[config.mk]
export PLATFORM = sky130hd
export DESIGN_NAME = shift_pipeline
export DESIGN_NICKNAME = d
export VERILOG_FILES = /design/src/rtl/shift_pipeline_pkg.sv /design/src/rtl/shift_stage.sv /design/src/rtl/shift_pipeline.sv
export SDC_FILE = /design/constraint.sdc
export NUM_CORES = 1
export LEC_CHECK = 0
export ABC_AREA = 1
export CAP_MARGIN = 5
export CORE_AREA = 3 3 40 42
export CTS_CLUSTER_SIZE = 12
export DETAILED_ROUTE_END_ITERATION = 12
export DIE_AREA = 0 0 43 45
export SLEW_MARGIN = 20
export SYNTH_ARGS = -nofsm -noshare
export SYNTH_HDL_FRONTEND = slang
export SYNTH_HIERARCHICAL = 1
export SYNTH_SLANG_ARGS = --single-unit
[constraint.sdc]
create_clock -name clock -period 1.6 [get_ports clock]
set_input_delay 0.32 -clock clock [delete_from_list [all_inputs] [get_ports clock]]
set_output_delay 0.32 -clock clock [all_outputs]
set_load 0.01 [all_outputs]
[src/rtl/shift_pipeline_pkg.sv]
// rtl/shift_pipeline_pkg.sv - shared defaults and width helpers for shift_pipeline
package shift_pipeline_pkg;

  localparam int DEFAULT_WIDTH = 1;
  localparam int DEFAULT_DEPTH = 3;

  function automatic int clog2(input int value);
    int result;
    result = 0;
    for (int span = 1; span < value; span = span * 2) begin
      result++;
    end
    return result;
  endfunction

  // A stage is stored packed as {data, valid}, valid in bit 0.
  function automatic int stage_bits(input int width);
    return width + 1;
  endfunction

endpackage

[src/rtl/shift_stage.sv]
// rtl/shift_stage.sv - one packed {data, valid} pipeline register with flush and enable
module shift_stage
  import shift_pipeline_pkg::*;
#(
  parameter int SW = stage_bits(DEFAULT_WIDTH)
) (
  input  logic          clock,
  input  logic          reset_n,
  input  logic          flush,
  input  logic          enable,
  input  logic [SW-1:0] d,
  output logic [SW-1:0] q
);

  always_ff @(posedge clock or negedge reset_n) begin
    if (!reset_n) begin
      q <= '0;
    end else if (flush) begin
      q <= '0;
    end else if (enable) begin
      q <= d;
    end
  end

endmodule

[src/rtl/shift_pipeline.sv]
// rtl/shift_pipeline.sv - WIDTH x DEPTH delay line with valid, stall, flush and run-time tap
// Optional occupancy output enabled by SHIFT_PIPELINE_OCCUPANCY_EN.
module shift_pipeline
  import shift_pipeline_pkg::*;
#(
  parameter int WIDTH = DEFAULT_WIDTH,
  parameter int DEPTH = DEFAULT_DEPTH,
  localparam int TAP_W = (clog2(DEPTH) > 1) ? clog2(DEPTH) : 1
) (
  input  logic             clock,
  input  logic             reset_n,
  input  logic [WIDTH-1:0] d,
  input  logic             in_valid,
  input  logic             enable,
  input  logic             flush,
  input  logic [TAP_W-1:0] tap_sel,
  output logic [WIDTH-1:0] op,
  output logic             op_valid
`ifdef SHIFT_PIPELINE_OCCUPANCY_EN
  ,
  output logic [clog2(DEPTH+1)-1:0] occupancy
`endif
);

  localparam int SW = stage_bits(WIDTH);

  // stage_q[0] is the first stage (fed from d), stage_q[DEPTH-1] the last.
  logic [SW-1:0] stage_q [DEPTH];
  logic [SW-1:0] tap_stage;

  for (genvar k = 0; k < DEPTH; k++) begin : g_stage
    logic [SW-1:0] stage_d;
    if (k == 0) begin : g_head
      assign stage_d = {d, in_valid};
    end else begin : g_link
      assign stage_d = stage_q[k-1];
    end
    shift_stage #(.SW(SW)) u_stage (
      .clock   (clock),
      .reset_n (reset_n),
      .flush   (flush),
      .enable  (enable),
      .d       (stage_d),
      .q       (stage_q[k])
    );
  end

  // Any tap_sel at or beyond the last stage falls through to the default.
  always_comb begin
    tap_stage = stage_q[DEPTH-1];
    for (int k = 0; k < DEPTH - 1; k++) begin
      if (int'(tap_sel) == k) begin
        tap_stage = stage_q[k];
      end
    end
  end

  assign op       = tap_stage[SW-1:1];
  assign op_valid = tap_stage[0];

`ifdef SHIFT_PIPELINE_OCCUPANCY_EN
  localparam int OCC_W = clog2(DEPTH + 1);

  logic [OCC_W-1:0] occ_q;

  always_ff @(posedge clock or negedge reset_n) begin
    if (!reset_n) begin
      occ_q <= '0;
    end else if (flush) begin
      occ_q <= '0;
    end else if (enable) begin
      occ_q <= occ_q + OCC_W'(in_valid) - OCC_W'(stage_q[DEPTH-1][0]);
    end
  end

  assign occupancy = occ_q;

  always_ff @(posedge clock) begin
    if (reset_n) begin
      occ_bound: assert (int'(occ_q) <= DEPTH);
    end
  end
`endif

endmodule

==> results.ini, run 1 <==
[cts]
clk-insertion-delay-late_ns=0.23
cts_buffers=3
cts_tree=done
htree_levels=1
clockBufferDepth=2
post_cts_buffers=0
clk_pin_slew_worst_paths_ns=0.04
holdBufCountCts=0
clockRootBuffer=clkbuf_4
cts.sinks=6

[final_layout]
final_util=0.327
fillers=144
drive_gt1_frac=0.173
top_register=g_stage.u_stage/q
antenna_cells=0
mostFrequentLayoutCells=nand2_1 (16), nand3_1 (10), dfrtp_1 (6), clkdlybuf4s50_1 (6)
final_nets=62
largestRegisters=g_stage.u_stage/q: 6 flops
largest_register_ffs=6
syn2layout_area_growth_pct=41.2
final_common_cell=nand2_1

[global_routing]
overflow=0
grt_antenna_before_repair=0
grt_pass1_wl_um=924
grt.total_usage=0.0646
grt_pass1_vias=261
grt_max_degree=10

[power]
fin_total_pwr_uw=336
peakVddDrop_uv=290
p_per_area_mw_per_mm2=799
power_leakage_nw=0.227

[synthesis]
ys_seq_area_frac=0.504
ys_types=6
synth_top_area_share=0.504
syn_nets=48
ys_ff_latch=6
syn_inst=40
synth.avg_cell_area_um2=7.44
yosys-top-cells-area=dfrtp_1 (50%), nand2_1 (20%), nand3_1 (17%), nor2_2 (6.3%), inv_1 (5.0%)
yosysWarningCount=6
yosysTopAreaCell=dfrtp_1
syn_area_um2=298

[critical_path]
cp.arrival_ns=1.16
crit_start=tap_sel[0]
crit_required_ns=1.28
path_max_fanout=3
start_kind=primary input
reg2reg_from=g_stage[0].u_stage/q[0]$_DFFE_PN0P_
worst-setup-path-type=primary input to primary output
cp-endpoint=op
reg2regPathDepth=2
endpoint_kind=primary output
regToRegEndpoint=g_stage[1].u_stage/q[0]$_DFFE_PN0P_
regToRegSetupSlack_ns=0.94

[routing]
ant_nets=0
drc_errors=0
drt_iter0_markers=2
vias_per_cell=4.13
firstDrtPassIters=4
vias=277
wl_per_cell_um=8.91
wl_um=597

[floorplanning]
dieArea_mm2=0.00194
io_pins=10
start_util=0.232
die_h_um=45
die_x_um=43
coreArea_mm2=0.00128
core.rowCount=13

[sta]
tightest_slew_ns=0.331
min_period_over_period=0.924
hold_viol_final=0
finClkSkew_ns=0.000462
max_freq_mhz=676
setup_violations=0
slew_viol_final=0
finalCriticalPeriod_ns=1.48
rsz0062_at_grt=no
relSlewSlack=0.779

[placement]
place_congestion=0.774
place_hpwl_um=496
io_buffer_count=9

[status]
outcome=finished, final reports clean

[min_path]
hold_path.class=primary input to async pin

[run]
maxCapViolCount=0

## layer usage
| layer | GRT usage | routed length [µm] |
|---|---|---|
| met5 | 0 | 0 |
| met4 | 0.0542 | 0 |
| met3 | 0.0159 | 36 |
| met2 | 0.0988 | 258 |
| met1 | 0.0764 | 302 |
## synth_stat cells
master,n
dfrtp_1,6
inv_1,4
nand2_1,16
nand3_1,10
nor2_1,1
nor2_2,3
## kinds of logic (layout without fill, tap and decap cells)
logic type / count (synthesis) / in the layout / share of synthesized area
buf+inv: 4 / 16 / 0.0504
simple gates: 30 / 30 / 0.445
flops: 6 / 6 / 0.504
## power by group
| group | internal (mW) | switching (mW) |
|---|---|---|
| Sequential | 0.158 | 0.00419 |
| Combinational | 0.0222 | 0.0221 |
| Clock | 0.0842 | 0.0458 |
| Total | 0.264 | 0.0720 |
## critical path: stages
cell             delay (ns)
clkdlybuf4s50_1        0.53
nand3_1                0.10
nand3_1                0.08
clkbuf_2               0.13
## final cells by class
type	count	area, µm²	share of cell area
multi-input combinational	30	135	0.321
inverter	4	15.0	0.0357
tap	15	18.8	0.0446
clock buffer	3	22.5	0.0536
timing repair buffer	9	78.8	0.188
sequential	6	150	0.357
## what timing repair did
item,in CTS,in global routing
pin swaps,1,0
setup endpoints to repair,2,2
resized for setup,5,3
## through the flow
step                      cells  setup WS (ns)  hold WS [ns]  setup TNS, ns  instance area (µm²)
after detailed placement     64         -0.294         0.479         -0.584                  407
after floorplan              40          0.691        0.0244              0                  298
final                        67          0.121         0.319              0                  420
after global placement       64         -0.292         0.479         -0.568                  407
after global routing         67         0.0605         0.337              0                  420
after CTS                    67         0.0157         0.318              0                  428
## worst min-delay path by stage
stage	startpoint	endpoint	slack (ns)	depth (start not counted)
floorplan	reset_n	g_stage[0].u_stage/q[0]$_DFFE_PN0P_	0.02	0
finish	reset_n	g_stage[1].u_stage/q[1]$_DFFE_PN0P_	0.32	1
global placement	g_stage[2].u_stage/q[0]$_DFFE_PN0P_	g_stage[2].u_stage/q[0]$_DFFE_PN0P_	0.48	2
global route	reset_n	g_stage[1].u_stage/q[1]$_DFFE_PN0P_	0.34	1
detailed placement	g_stage[2].u_stage/q[0]$_DFFE_PN0P_	g_stage[2].u_stage/q[0]$_DFFE_PN0P_	0.48	2
CTS	reset_n	g_stage[1].u_stage/q[1]$_DFFE_PN0P_	0.32	1
(Power assumes the default switching activity.)
==> inputs of run 2 (changes only) <==
==> constraint.sdc (replaced) <==
create_clock -name clock -period 1.9 [get_ports clock]
set_input_delay 0.38 -clock clock [delete_from_list [all_inputs] [get_ports clock]]
set_output_delay 0.38 -clock clock [all_outputs]
set_load 0.01 [all_outputs]
==> results.ini, run 2 (synthesis results as in run 1) <==
[status]
outcome=finished, final reports clean

[final_layout]
fillers=142  ; -1.4%
top_register=g_stage.u_stage/q
multi_input_area_um2=135  ; unchanged
largestRegisters=g_stage.u_stage/q: 6 flops
largest_register_ffs=6  ; unchanged
antenna_cells=0  ; unchanged
syn2layout_area_growth_pct=44.1
final_nets=62  ; unchanged
mostFrequentLayoutCells=nand2_1 (16), nand3_1 (10), clkdlybuf4s50_1 (7)
regArea_um2=150  ; unchanged
final_common_cell=nand2_1
drive_gt1_frac=0.135  ; -0.0385

[power]
power_frac_seq=0.478  ; -0.004
power.share.combinational=0.136  ; +0.004
p_int_uw=224  ; -15%
peakVddDrop_uv=226  ; -22%
p_sw_uw=61.5  ; -15%
p_per_area_mw_per_mm2=665  ; -17%
power_leakage_nw=0.232  ; +2.3%
power.share.clock=0.386  ; about the same
swShare=0.216  ; +0.00147

[critical_path]
cp.arrival_ns=1.42  ; +0.26 ns
path_max_fanout=4  ; +1
endpoint_kind=primary output
start_kind=primary input
worst-setup-path-type=primary input to primary output
crit_required_ns=1.52  ; +0.24 ns

[cts]
holdBufCountCts=0  ; unchanged
clockBufferDepth=2  ; unchanged
clockRootBuffer=clkbuf_4
cts.sinks=6  ; unchanged
clk-insertion-delay-late_ns=0.23  ; about the same
cts_buffers=3  ; unchanged
htree_levels=1  ; unchanged
clk_pin_slew_worst_paths_ns=0.04  ; about the same
cts_tree=done

[global_routing]
overflow=0  ; unchanged
grt.total_usage=0.0732  ; +0.00857
grt_pass1_vias=256  ; -1.9%
grt_max_degree=10  ; unchanged
grt_pass1_wl_um=1000  ; +8.2%
grt_antenna_before_repair=0  ; unchanged

[floorplanning]
die_h_um=45  ; unchanged
coreArea_mm2=0.00128  ; unchanged
core.rowCount=13  ; unchanged
io_pins=10  ; unchanged
start_util=0.232  ; unchanged
die_x_um=43  ; unchanged
dieArea_mm2=0.00194  ; unchanged

[routing]
vias=287  ; +3.6%
ant_nets=0  ; unchanged
drt_iter0_markers=3  ; +1
drc_errors=0  ; unchanged
firstDrtPassIters=4  ; unchanged
vias_per_cell=4.28  ; +3.6%
wl_um=647  ; +8.4%
wl_per_cell_um=9.66  ; +8.4%

[sta]
relSlewSlack=0.766  ; -0.0130
min_period_over_period=0.945
fin_tns_setup_ns=0  ; unchanged
finalWorstSetupSlack_ns=0.105  ; -0.0165 ns
finalCriticalPeriod_ns=1.80
tightest_slew_ns=0.350  ; +0.0194 ns
max_freq_mhz=557
setup_violations=0  ; unchanged
hold_viol_final=0  ; unchanged
rsz0062_at_grt=no
slew_viol_final=0  ; unchanged
finClkSkew_ns=0.000890  ; +0.000428 ns

[placement]
place_ws_ns=-0.136  ; +0.158 ns
io_buffer_count=9  ; unchanged
place_hpwl_um=531  ; +7.1%
place_congestion=0.695  ; -10%

[run]
maxCapViolCount=0  ; unchanged

[min_path]
hold_path.class=primary input to async pin

## run 2: path summary, 6_finish.rpt
| path | to | depth (start not counted) | slack, ns | from |
|---|---|---|---|---|
| setup / recovery | op | 5 | 0.10 | tap_sel[1] |
| hold / removal | g_stage[1].u_stage/q[1]$_DFFE_PN0P_ | 1 | 0.37 | reset_n |
| setup reg to reg | g_stage[2].u_stage/q[0]$_DFFE_PN0P_ | 2 | 1.23 | g_stage[1].u_stage/q[0]$_DFFE_PN0P_ |
| hold reg to reg | g_stage[2].u_stage/q[0]$_DFFE_PN0P_ | 2 | 0.49 | g_stage[2].u_stage/q[0]$_DFFE_PN0P_ |
| max in group asynchronous | g_stage[0].u_stage/q[1]$_DFFE_PN0P_ | 1 | 1.33 | reset_n |
| min in group clock | g_stage[2].u_stage/q[0]$_DFFE_PN0P_ | 2 | 0.49 | g_stage[2].u_stage/q[0]$_DFFE_PN0P_ |
## run 2: cell type report
type                       instances  share of cell area
sequential                         6               0.350
clock buffer                       3              0.0525
multi-input combinational         30               0.315
tap                               15              0.0437
timing repair buffer               9               0.204
inverter                           4              0.0350
## run 2: what timing repair did
item | 4_1_cts | 5_1_grt
endpoints found under the setup margin | 2 | 0
gates resized for setup | 3 | 0
setup buffers | 0 | 0
## run 2: metrics by stage
stage	hold slack, ns	power, mW	cells	util	cell area (µm²)
after detailed placement	0.477	0.178	64	0.316	407
after CTS	0.373	0.294	67	0.334	429
after global routing	0.394	0.298	67	0.334	429
after global placement	0.482	0.177	64	0.316	407
after floorplan	0.0844	0.149	40	-	298
final	0.374	0.285	67	0.334	429
## run 2: metal layers
layer  GRT usage  routed length (µm)  vias up
met1       0.102                 326      128
met5           0                   0        -
met2      0.0928                 301        8
li1            -                   -      151
met3      0.0120                  19        0
met4      0.0723                   0        0
## run 2: worst max-delay path, stage by stage
cell,delay [ns]
clkdlybuf4s50_1,0.53
inv_1,0.07
nand3_1,0.07
nand3_1,0.07
dlygate4sd2_1,0.28
## run 2: power by group through the flow
stage / sequential (mW) / clock, mW / combinational (mW)
finish: 0.136 / 0.110 / 0.0388
CTS: 0.136 / 0.118 / 0.0394
global route: 0.137 / 0.118 / 0.0434
global placement: 0.138 / 0 / 0.0392
floorplan: 0.137 / 0 / 0.0124
detailed placement: 0.138 / 0 / 0.0399
